===== src/rtl/interp_pkg.sv =====
// Shared types and constants for the interpolation sequencer.
// State encoding, ratio encoding and FIFO sizing.
package interp_pkg;

  localparam int FIFO_DEPTH = 2;
  localparam int CNT_W      = 2;
  localparam int PH_W       = 4;

  localparam logic [CNT_W-1:0] CNT_FULL =
    CNT_W'(FIFO_DEPTH);

  typedef enum logic [1:0] {
    ST_IDLE,
    ST_PRIME,
    ST_RUN,
    ST_STOPPING
  } state_e;

  typedef enum logic [1:0] {
    RATIO_2  = 2'd0,
    RATIO_4  = 2'd1,
    RATIO_8  = 2'd2,
    RATIO_16 = 2'd3
  } ratio_e;

  // Last phase index R-1 for R = 2^(r+1).
  function automatic logic [PH_W-1:0]
    ratio_last(input logic [1:0] r);
    logic [PH_W-1:0] v;
    v = '0;
    unique case (ratio_e'(r))
      RATIO_2:  v = 4'd1;
      RATIO_4:  v = 4'd3;
      RATIO_8:  v = 4'd7;
      RATIO_16: v = 4'd15;
      default:  v = 4'd1;
    endcase
    return v;
  endfunction

endpackage


===== src/rtl/interp_fifo2.sv =====
// Two-entry sample FIFO; entry 0 is always the head.
// Ports: push/din, pop, flush, count, head.
module interp_fifo2
  import interp_pkg::*;
#(
  parameter int DATA_W = 24
) (
  input  logic              clk,
  input  logic              rst_n,
  input  logic              flush,
  input  logic              push,
  input  logic [DATA_W-1:0] din,
  input  logic              pop,
  output logic [CNT_W-1:0]  count,
  output logic [DATA_W-1:0] head
);

  logic [DATA_W-1:0] r_e0;
  logic [DATA_W-1:0] r_e1;
  logic [CNT_W-1:0]  r_cnt;
  logic              w_push;
  logic              w_pop;

  assign w_push = push && (r_cnt != CNT_FULL);
  assign w_pop  = pop && (r_cnt != '0);
  assign count  = r_cnt;
  assign head   = r_e0;

  always_ff @(posedge clk or negedge rst_n) begin
    if (!rst_n) begin
      r_e0  <= '0;
      r_e1  <= '0;
      r_cnt <= '0;
    end else if (flush) begin
      r_cnt <= '0;
    end else begin
      unique case ({w_push, w_pop})
        2'b10: begin
          if (r_cnt == '0) r_e0 <= din;
          else             r_e1 <= din;
          r_cnt <= r_cnt + CNT_W'(1);
        end
        2'b01: begin
          r_e0  <= r_e1;
          r_cnt <= r_cnt - CNT_W'(1);
        end
        2'b11: begin
          if (r_cnt == CNT_W'(1)) begin
            r_e0 <= din;
          end else begin
            r_e0 <= r_e1;
            r_e1 <= din;
          end
        end
        default: ;
      endcase
    end
  end

endmodule


===== src/rtl/interp_seq_ctrl.sv =====
// Tick/phase sequencer feeding a zero-stuff upsampler.
// In: start/stop/cfg/s_*; out: up_*, busy, underrun.
module interp_seq_ctrl
  import interp_pkg::*;
#(
  parameter int DATA_W = 24,
  parameter int DIV_W  = 8
) (
  input  logic              clk,
  input  logic              rst_n,
  input  logic              start,
  input  logic              stop,
  input  logic [DIV_W-1:0]  cfg_div,
  input  logic [1:0]        cfg_ratio,
  input  logic [DATA_W-1:0] s_data,
  input  logic              s_valid,
  output logic              s_ready,
  output logic              up_en,
  output logic              up_load,
  output logic [DATA_W-1:0] up_data,
  output logic              busy,
  output logic              underrun,
  output logic [7:0]        underrun_cnt,
  input  logic              clr_underrun
);

  state_e            r_state;
  state_e            w_next;
  logic [DIV_W-1:0]  r_div;
  logic [DIV_W-1:0]  r_div_cnt;
  logic [PH_W-1:0]   r_last;
  logic [PH_W-1:0]   r_phase;
  logic [DATA_W-1:0] r_up_data;
  logic              r_underrun;
  logic [7:0]        r_ur_cnt;

  logic [CNT_W-1:0]  w_count;
  logic [DATA_W-1:0] w_head;
  logic              w_empty;
  logic              w_active;
  logic              w_tick;
  logic              w_ph0;
  logic              w_last;
  logic              w_pop;
  logic              w_push;
  logic              w_ur;
  logic              w_busy;
  logic              w_ready;
  logic              w_to_idle;
  logic              w_to_run;

  assign w_empty  = (w_count == '0);
  assign w_busy   = (r_state != ST_IDLE);
  assign w_ready  = w_busy && (w_count != CNT_FULL);
  assign w_push   = s_valid && w_ready;
  assign w_active = (r_state == ST_RUN) ||
                    (r_state == ST_STOPPING);
  assign w_tick   = w_active && (r_div_cnt == r_div);
  assign w_ph0    = w_tick && (r_phase == '0);
  assign w_last   = w_tick && (r_phase == r_last);
  assign w_pop    = w_ph0 && !w_empty;
  assign w_ur     = w_ph0 && w_empty;

  always_comb begin
    w_next = r_state;
    unique case (r_state)
      ST_IDLE:
        if (start) w_next = ST_PRIME;
      ST_PRIME:
        if (stop)          w_next = ST_IDLE;
        else if (!w_empty) w_next = ST_RUN;
      ST_RUN:
        if (stop) w_next = ST_STOPPING;
      ST_STOPPING:
        if (w_last) w_next = ST_IDLE;
      default:
        w_next = ST_IDLE;
    endcase
  end

  assign w_to_idle = w_busy && (w_next == ST_IDLE);
  assign w_to_run  = (r_state == ST_PRIME) &&
                     (w_next == ST_RUN);

  always_ff @(posedge clk or negedge rst_n) begin
    if (!rst_n) r_state <= ST_IDLE;
    else        r_state <= w_next;
  end

  // Config is frozen for the whole run.
  always_ff @(posedge clk or negedge rst_n) begin
    if (!rst_n) begin
      r_div  <= '0;
      r_last <= 4'd1;
    end else if ((r_state == ST_IDLE) && start) begin
      r_div  <= cfg_div;
      r_last <= ratio_last(cfg_ratio);
    end
  end

  always_ff @(posedge clk or negedge rst_n) begin
    if (!rst_n) begin
      r_div_cnt <= '0;
      r_phase   <= '0;
    end else if (w_to_idle || w_to_run) begin
      r_div_cnt <= '0;
      r_phase   <= '0;
    end else if (w_active) begin
      if (w_tick) begin
        r_div_cnt <= '0;
        if (r_phase == r_last) r_phase <= '0;
        else r_phase <= r_phase + PH_W'(1);
      end else begin
        r_div_cnt <= r_div_cnt + DIV_W'(1);
      end
    end
  end

  // Empty slot on a load tick is muted.
  always_ff @(posedge clk or negedge rst_n) begin
    if (!rst_n)     r_up_data <= '0;
    else if (w_ph0) r_up_data <= w_pop ? w_head : '0;
  end

  always_ff @(posedge clk or negedge rst_n) begin
    if (!rst_n) begin
      r_underrun <= 1'b0;
      r_ur_cnt   <= '0;
    end else if (clr_underrun) begin
      r_underrun <= 1'b0;
      r_ur_cnt   <= '0;
    end else if (w_ur) begin
      r_underrun <= 1'b1;
      if (r_ur_cnt != 8'hFF)
        r_ur_cnt <= r_ur_cnt + 8'd1;
    end
  end

  interp_fifo2 #(
    .DATA_W (DATA_W)
  ) u_fifo (
    .clk   (clk),
    .rst_n (rst_n),
    .flush (w_to_idle),
    .push  (w_push),
    .din   (s_data),
    .pop   (w_pop),
    .count (w_count),
    .head  (w_head)
  );

  assign s_ready      = w_ready;
  assign busy         = w_busy;
  assign up_en        = w_tick;
  assign up_load      = w_ph0;
  assign up_data      = r_up_data;
  assign underrun     = r_underrun;
  assign underrun_cnt = r_ur_cnt;

endmodule

===== config.mk =====
export PLATFORM = sky130hd
export DESIGN_NAME = interp_seq_ctrl
export DESIGN_NICKNAME = d
export VERILOG_FILES = /design/src/rtl/interp_pkg.sv /design/src/rtl/interp_fifo2.sv /design/src/rtl/interp_seq_ctrl.sv
export SDC_FILE = /design/constraint.sdc
export NUM_CORES = 1
export LEC_CHECK = 0
export BUFFER_PORTS_ARGS = -buffer_cell sky130_fd_sc_hd__buf_4
export CAP_MARGIN = 40
export CORE_MARGIN = 3
export CORE_UTILIZATION = 40
export CTS_BUF_LIST = sky130_fd_sc_hd__clkbuf_8
export DETAILED_ROUTE_END_ITERATION = 12
export PLACE_DENSITY = 0.73
export SYNTH_ARGS = -nofsm -noshare
export SYNTH_HDL_FRONTEND = slang
export SYNTH_SLANG_ARGS = --single-unit

===== constraint.sdc =====
create_clock -name clk -period 2.75 [get_ports clk]
set_input_delay 0.275 -clock clk [delete_from_list [all_inputs] [get_ports clk]]
set_output_delay 0.275 -clock clk [all_outputs]
set_load 0.05 [all_outputs]

==> summary.md, run 1 <==
| Metric | Value |
|---|---|
| Status | `completed` |
| H-Tree Depth | `3` |
| Routed WL per cell | `16.0 µm` |
| Worst r2r src | `r_div_cnt[6]` |
| Starting Density | `41.8%` |
| GR Util met1 | `19.3%` |
| Number of synthesized flops with an enable pin | `0` |
| Die width | `125 µm` |
| Yosys reg bits | `108` |
| Final setup violating endpoints | `0` |
| WHS Path Cells | `2` |
| DP Worst Slack | `-3.64 ps` |
| Share of post-route cells with drive strength above 1 | `32.5%` |
| Met2 Use GR | `26.8%` |
| Mapped Nets | `558` |
| Area of the multi-input gates | `0.00279 mm²` |
| Antenna diodes | `0` |
| Synth cell types | `57` |
| TritonCTS Buffers | `9` |
| Register area | `0.00271 mm²` |
| Core Footprint | `0.0135 mm²` |
| Worst Setup Start Kind | `flop` |
| Clk Latency, worst-skew pair | `380 ps` |
| VDD IR max | `0.497 mV` |
| Yosys top cell by area | `dfrtp_1` |
| Max Clk Rate | `372 MHz` |
| Antenna violations before repair | `0` |
| CP arrival | `3010 ps` |
| Final nets | `639` |
| Maximum fanout along the worst path | `6` |
| Layout Skew | `9.05 ps` |
| Cell Count, Final, Fillers Out | `770` |
| Seq pwr share | `39.6%` |
| Remaining routing DRC violations | `0` |
| Sink Count | `108` |
| Sw frac | `42.7%` |
| Register clock-pin slew on the reported worst setup and hold paths | `110 ps` |
| Top-Level Pins | `77` |
| Via Count | `4019` |
| Required @ worst endpoint | `3080 ps` |
| Placed insts | `747` |
| Layout overhead on the synthesized area | `20.4%` |
| Final Max Slew Viols | `0` |
| Syn Area/Cell | `11.1 µm²` |
| Final HPWL DP | `8730 µm` |
| Num rows | `42` |
| Final hold violations | `0` |
| Hold path endpoint | `u_fifo.r_e1[8]` |
| Post-Syn Instances | `508` |
| Clk pwr share | `13.3%` |
| Synth Cell Area | `0.00564 mm²` |
| Grt peak-use layer | `met2` |
| CTS tree | `yes` |
| Fill cells | `1191` |
| Fin Setup TNS | `0 ps` |
| Crit share post-route | `97.8%` |
| Slew HR | `44.3%` |
| Total GRT Usage | `15.4%` |
| Post-synth ARST share | `100%` |
| Remaining antenna violation count | `0` |
| Starting DRC count in detailed routing | `226` |
| Number of max-cap violations | `0` |
| Worst Hold Class | `input port to flop` |
| Tmin final | `2690 ps` |
| Seq/Total Area, Yosys | `47.9%` |
| Most used DFF post-synth | `dfrtp_1` |
| Reg2Reg Capture Point | `u_fifo.head[6]` |
| Root Buffer | `clkbuf_8` |
| Global-route wire length before repair | `20000 µm` |
| Worst R2R Setup Slack | `60 ps` |
| WL final | `12300 µm` |
| Final setup margin | `61.6 ps` |
| Met3 Use GR | `3.82%` |
| Synth area leaders | `dfrtp_1, mux2_4, mux2_1` |
| GR Overflow Total | `0` |
| Largest net degree at the start of global routing | `71` |
| FF-to-FF path depth | `12` |
| Count leader, synth | `dfrtp_1` |
| P per Cell Area | `1020 mW/mm²` |
| Ys Warns | `0` |
| WS Path Type | `flop to flop` |
| Full die area | `0.0156 mm²` |
| Die height | `125 µm` |
| Comb pwr share | `47.1%` |
| Cell Int Power | `3980 µW` |
| P_leak | `0.00324 µW` |
| Max Root-Sink Buffers | `2` |
| DR vias/cell | `5.22` |
| Commonest cells post-synth | `dfrtp_1, nand2_1, inv_1` |
| Slew at the pin closest to its max-slew limit | `831 ps` |
| Worst Setup SP | `r_div_cnt[6]` |
| Vias in the first global route | `4014` |
| Port Buffer Count | `76` |
| Final Wtd Congestion | `0.808` |
| Drt first pass iters | `4` |
| Share of the synthesized area in the top cell type | `47.9%` |
| Hold Crit Start | `s_data[8]` |
| Psw | `2970 µW` |
| RSZ-0062 raised after global routing | `yes` |
| CP endpoint kind | `flop` |
## sequential cells by signal, indices dropped and copies added, names as in the netlist, 3 cells and up
| signal | flops |
|---|---|
| u_fifo.head | 24 |
| u_fifo.r_e1 | 24 |
| up_data | 24 |
| r_div | 8 |
| r_div_cnt | 8 |
| underrun_cnt | 8 |
| r_phase | 4 |
| r_last | 3 |
## how the worst max path moves through the flow
stage / slack (ps) / to / cells past startpoint
after global placement: 120 / u_fifo.head[12] / 11
after detailed placement: -4 / u_fifo.head[12] / 11
after floorplan: 5 / u_fifo.head[3] / 14
final: 60 / u_fifo.head[6] / 12
after global routing: -60 / u_fifo.head[6] / 12
after CTS: 0.7 / u_fifo.head[12] / 12
## placed cells by master, fill, tap and decap left out, types with 4 or more instances in the layout
master and n:
a21oi_1 8, buf_4 93, clkbuf_8 9, dfrtp_1 106
ha_1 9, inv_1 33, mux2_1 24, mux2_2 19
mux2_4 20, nand2_1 62, nand2b_1 4, nand3_1 9
nand3b_1 24, nand4_1 6, nor2_1 26, nor2b_1 7
o21ai_0 6, o21ai_1 16, o21ai_2 5, o41ai_1 23
xnor2_1 5, xnor2_2 5, xor2_1 8
## cell families (layout without fill, tap and decap cells)
kind of cell,Yosys count,in the layout,share of synthesized area [%]
XOR/XNOR,21,21,4.39
multiplexers,63,63,13.9
buffers and inverters,64,148,5.17
adder cells (fa/ha/maj),10,10,2.22
flip-flops,108,108,47.9
AO/OA/AOI/OAI,78,78,10.3
AND/OR/NAND/NOR,164,166,16.1
## timing repair
item / in CTS / in global routing
hold buffers: 1 / 0
pin swaps: 0 / 9
setup buffers: 0 / 4
endpoints found under the hold margin: 38 / 0
gates resized for setup: 1 / 25
cloned: 0 / 2
endpoints found under the setup margin: 3 / 49
## worst max-delay path: stages (launching register included)
cell	delay [ps]
dfrtp_1	440
xnor2_2	250
and4_4	290
nand3_4	80
clkinvlp_4	90
nand2_2	60
inv_2	90
ha_4	130
nor2b_4	150
o21ai_4	80
or4_4	620
o21ai_2	190
mux2_4	160
## layer usage
| metal | vias to the layer above | wire length (µm) |
|---|---|---|
| li1 | 1944 | - |
| met1 | 1972 | 5420 |
| met2 | 88 | 6180 |
| met3 | 15 | 590 |
| met4 | 0 | 150 |
| met5 | - | 0 |
## area by class of cell
cell class	count	share of cell area [%]
Clock buffer	9	1.82
Clock inverter	7	0.940
Sequential cell	108	39.8
Timing Repair Buffer	96	11.0
Inverter	36	2.05
Tap cell	176	3.24
Multi-Input combinational cell	338	41.1
## power by group through the flow
stage | Combinational, µW | Clock [µW] | Sequential (µW)
6_report | 3270 | 927 | 2750
5_1_grt | 3530 | 1020 | 2840
4_1_cts | 3150 | 960 | 2720
3_5_place_dp | 3120 | 0 | 2750
3_3_place_gp | 3000 | 0 | 2700
2_1_floorplan | 2010 | 0 | 3070
## through the flow
step	hold slack [ps]	instance area, µm²	util, %	power (µW)
floorplan	-20.6	5670	-	5080
global placement	286	6400	47.4	5700
detailed placement	293	6420	47.6	5870
CTS	105	6630	49.1	6820
global route	108	6790	50.3	7390
finish	117	6790	50.3	6950
(Power assumes the default switching activity.)
==> run 2: changes to the inputs <==
--- a/config.mk
+++ b/config.mk
@@ -8,10 +8,10 @@
 export BUFFER_PORTS_ARGS = -buffer_cell sky130_fd_sc_hd__buf_4
 export CAP_MARGIN = 40
 export CORE_MARGIN = 3
-export CORE_UTILIZATION = 40
+export CORE_UTILIZATION = 35
 export CTS_BUF_LIST = sky130_fd_sc_hd__clkbuf_8
 export DETAILED_ROUTE_END_ITERATION = 12
-export PLACE_DENSITY = 0.73
+export PLACE_DENSITY = 0.67
 export SYNTH_ARGS = -nofsm -noshare
 export SYNTH_HDL_FRONTEND = slang
 export SYNTH_SLANG_ARGS = --single-unit
==> constraint.sdc (replaced) <==
create_clock -name clk -period 2.17 [get_ports clk]
set_input_delay 0.217 -clock clk [delete_from_list [all_inputs] [get_ports clk]]
set_output_delay 0.217 -clock clk [all_outputs]
set_load 0.05 [all_outputs]
==> run 2 against run 1 <==
The run now ends with negative setup slack left; via count up 8.0%; cell area rose by 11%; sequential share of layout area fell by 3.9 points; final cell count up 11%; combinational power increased by 69%; count of clock-buffer cells in the layout grew 1; total power is 46% higher; clock power up 28%; fmax up 8.9%; clock skew is 2.5 ps higher; critical path depth did not move; critical path type unchanged; critical endpoint is now u_fifo.head[3].
==> summary.md, run 2 (synthesized netlist as in run 1, its figures left out) <==
| Metric | Value |
|---|---|
| Root Buffer | `clkbuf_8` |
| Remaining routing DRC violations | `0` |
| H-Tree Depth | `3` |
| Final HPWL DP | `9550 µm` |
| Worst r2r src | `r_div_cnt[6]` |
| CP arrival | `2810 ps` |
| Crit share post-route | `114%` |
| Worst setup path endpoint | `u_fifo.head[3]` |
| Antenna violations before repair | `0` |
| Routed WL per cell | `16.7 µm` |
| Final setup violating endpoints | `48` |
| Maximum fanout along the worst path | `6` |
| Sink Count | `108` |
| Comb pwr share | `54.5%` |
| Largest stage delay, worst path | `520 ps` |
| Final Wtd Congestion | `0.807` |
| Port Buffer Count | `76` |
| Hold Slack | `52.8 ps` |
| Final hold violations | `0` |
| Num rows | `45` |
| P per Cell Area | `1340 mW/mm²` |
| Antenna diodes | `0` |
| Vias in the first global route | `4541` |
| Final setup margin | `-299 ps` |
| Layout Skew | `11.6 ps` |
| P_leak | `0.00369 µW` |
| Register clock-pin slew on the reported worst setup and hold paths | `110 ps` |
| Final Max Slew Viols | `0` |
| Layout overhead on the synthesized area | `33.5%` |
| Largest net degree at the start of global routing | `49` |
| Clk pwr share | `11.8%` |
| Levels on crit path | `12` |
| FF-to-FF path depth | `12` |
| Final Core Density | `48.6%` |
| Top delay family on crit path | `simple AND/OR/NAND/NOR gates` |
| WL final | `14300 µm` |
| Seq pwr share | `33.7%` |
| Starting Density | `36.4%` |
| Worst Setup SP | `r_div_cnt[6]` |
| Global-route wire length before repair | `22500 µm` |
| RSZ-0062 raised after global routing | `yes` |
| Worst R2R Setup Slack | `-300 ps` |
| Most frequent cells in the layout | `buf_4, dfrtp_1, nand2_1, mux2_4, inv_1` |
| GR Overflow Total | `0` |
| Commonest non-fill, non-tap cell in the layout | `buf_4` |
| Tmin final | `2470 ps` |
| WS Path Type | `flop to flop` |
| Sw frac | `41.4%` |
| Reg2Reg Capture Point | `u_fifo.head[3]` |
| Required @ worst endpoint | `2510 ps` |
| Psw | `4190 µW` |
| Placed insts | `824` |
| Clk Latency, worst-skew pair | `390 ps` |
| Max Clk Rate | `405 MHz` |
| CP Cell Sequence | `xnor2_2 > and4_4 > nand3_4 > clkinvlp_4 > nand2_2 > inv_2 > ha_4 > nor2b_4 > o21ai_2 > or4_4 > o21ai_1 > mux2_4` |
| Share of post-route cells with drive strength above 1 | `46.1%` |
| DP Worst Slack | `-400 ps` |
| Cell Int Power | `5930 µW` |
| Failing checks | `negative setup slack` |
| Worst Hold Class | `input port to flop` |
| Total GRT Usage | `15.8%` |
| VDD IR max | `0.590 mV` |
| DR vias/cell | `5.06` |
| Remaining antenna violation count | `0` |
| Status | `complete, but fails checks` |
| CP Buf/Inv Count | `2` |
| Max Root-Sink Buffers | `2` |
| Die height | `133 µm` |
| Number of max-cap violations | `0` |
| Fin Setup TNS | `-12250 ps` |
| Die width | `133 µm` |
| Via Count | `4340` |
| Drt first pass iters | `4` |
| TritonCTS Buffers | `9` |
| Full die area | `0.0177 mm²` |
| Final nets | `691` |
| Starting DRC count in detailed routing | `231` |
| CTS tree | `yes` |
| Worst Setup Start Kind | `flop` |
| Slowest-stage cell, CP | `or4_4` |
| Top-Level Pins | `77` |
| Slew HR | `57.8%` |
| CP endpoint kind | `flop` |
| Cell Count, Final, Fillers Out | `857` |
| Core Footprint | `0.0155 mm²` |
| Slew at the pin closest to its max-slew limit | `632 ps` |
run 2: power by group through the flow:
stage               clock (µW)  combinational (µW)  sequential (µW)
detailed placement           0                4670             3430
global route              1320                5910             3510
global placement             0                4520             3370
floorplan                    0                2570             3880
finish                    1190                5510             3410
CTS                       1230                4860             3390
run 2: layout make-up:
class                           count  area (µm²)
Timing Repair Buffer              147        1200
Multi-Input combinational cell    339        3030
Sequential cell                   108        2710
Fill cell                        1404        7960
Inverter                           36         141
Tap cell                          211         264
Clock inverter                      6        48.8
Clock buffer                       10         138
run 2: what timing repair did:
| item | CTS | global route |
|---|---|---|
| pin swaps | 9 | 10 |
| endpoints found under the hold margin | 44 | 0 |
| gates cloned | 2 | 4 |
| hold buffers | 1 | 0 |
| gates resized for setup | 27 | 59 |
| setup endpoints to repair | 56 | 54 |
| setup buffers | 5 | 6 |
run 2: metrics by stage:
step	cell area, µm²	power (µW)
floorplan	5710	6450
global placement	6820	7890
CTS	7160	9480
finish	7530	10100
detailed placement	6820	8100
global route	7530	10700
run 2: worst min path at each step:
stage                from               to  slack [ps]  cells past startpoint
2_1_floorplan       rst_n         r_div[0]         -80                      0
3_3_place_gp        rst_n   u_fifo.r_e1[0]         260                      1
3_5_place_dp        rst_n   u_fifo.r_e1[0]         280                      1
4_1_cts         s_data[8]   u_fifo.r_e1[8]          30                      2
5_1_grt        s_data[15]  u_fifo.r_e1[15]          30                      2
6_report       s_data[10]  u_fifo.r_e1[10]          50                      2
run 2: routing by layer:
layer / part of all wire, % / track usage (%) / routed length, µm / vias up
li1: - / - / - / 2044
met1: 42 / 19.2 / 6070 / 2177
met2: 51 / 27.1 / 7240 / 103
met3: 4.7 / 4.56 / 674 / 16
met4: 2.1 / 4.91 / 298 / 0
met5: 0 / 0 / 0 / -
run 2: worst reg2reg max path, stage by stage, from the launching register on:
cell        delay (ps)
dfrtp_1            420
xnor2_2            200
and4_4             260
nand3_4             70
clkinvlp_4          80
nand2_2             60
inv_2               90
ha_4               150
nor2b_4            140
o21ai_2             90
or4_4              520
o21ai_1            180
mux2_4             160
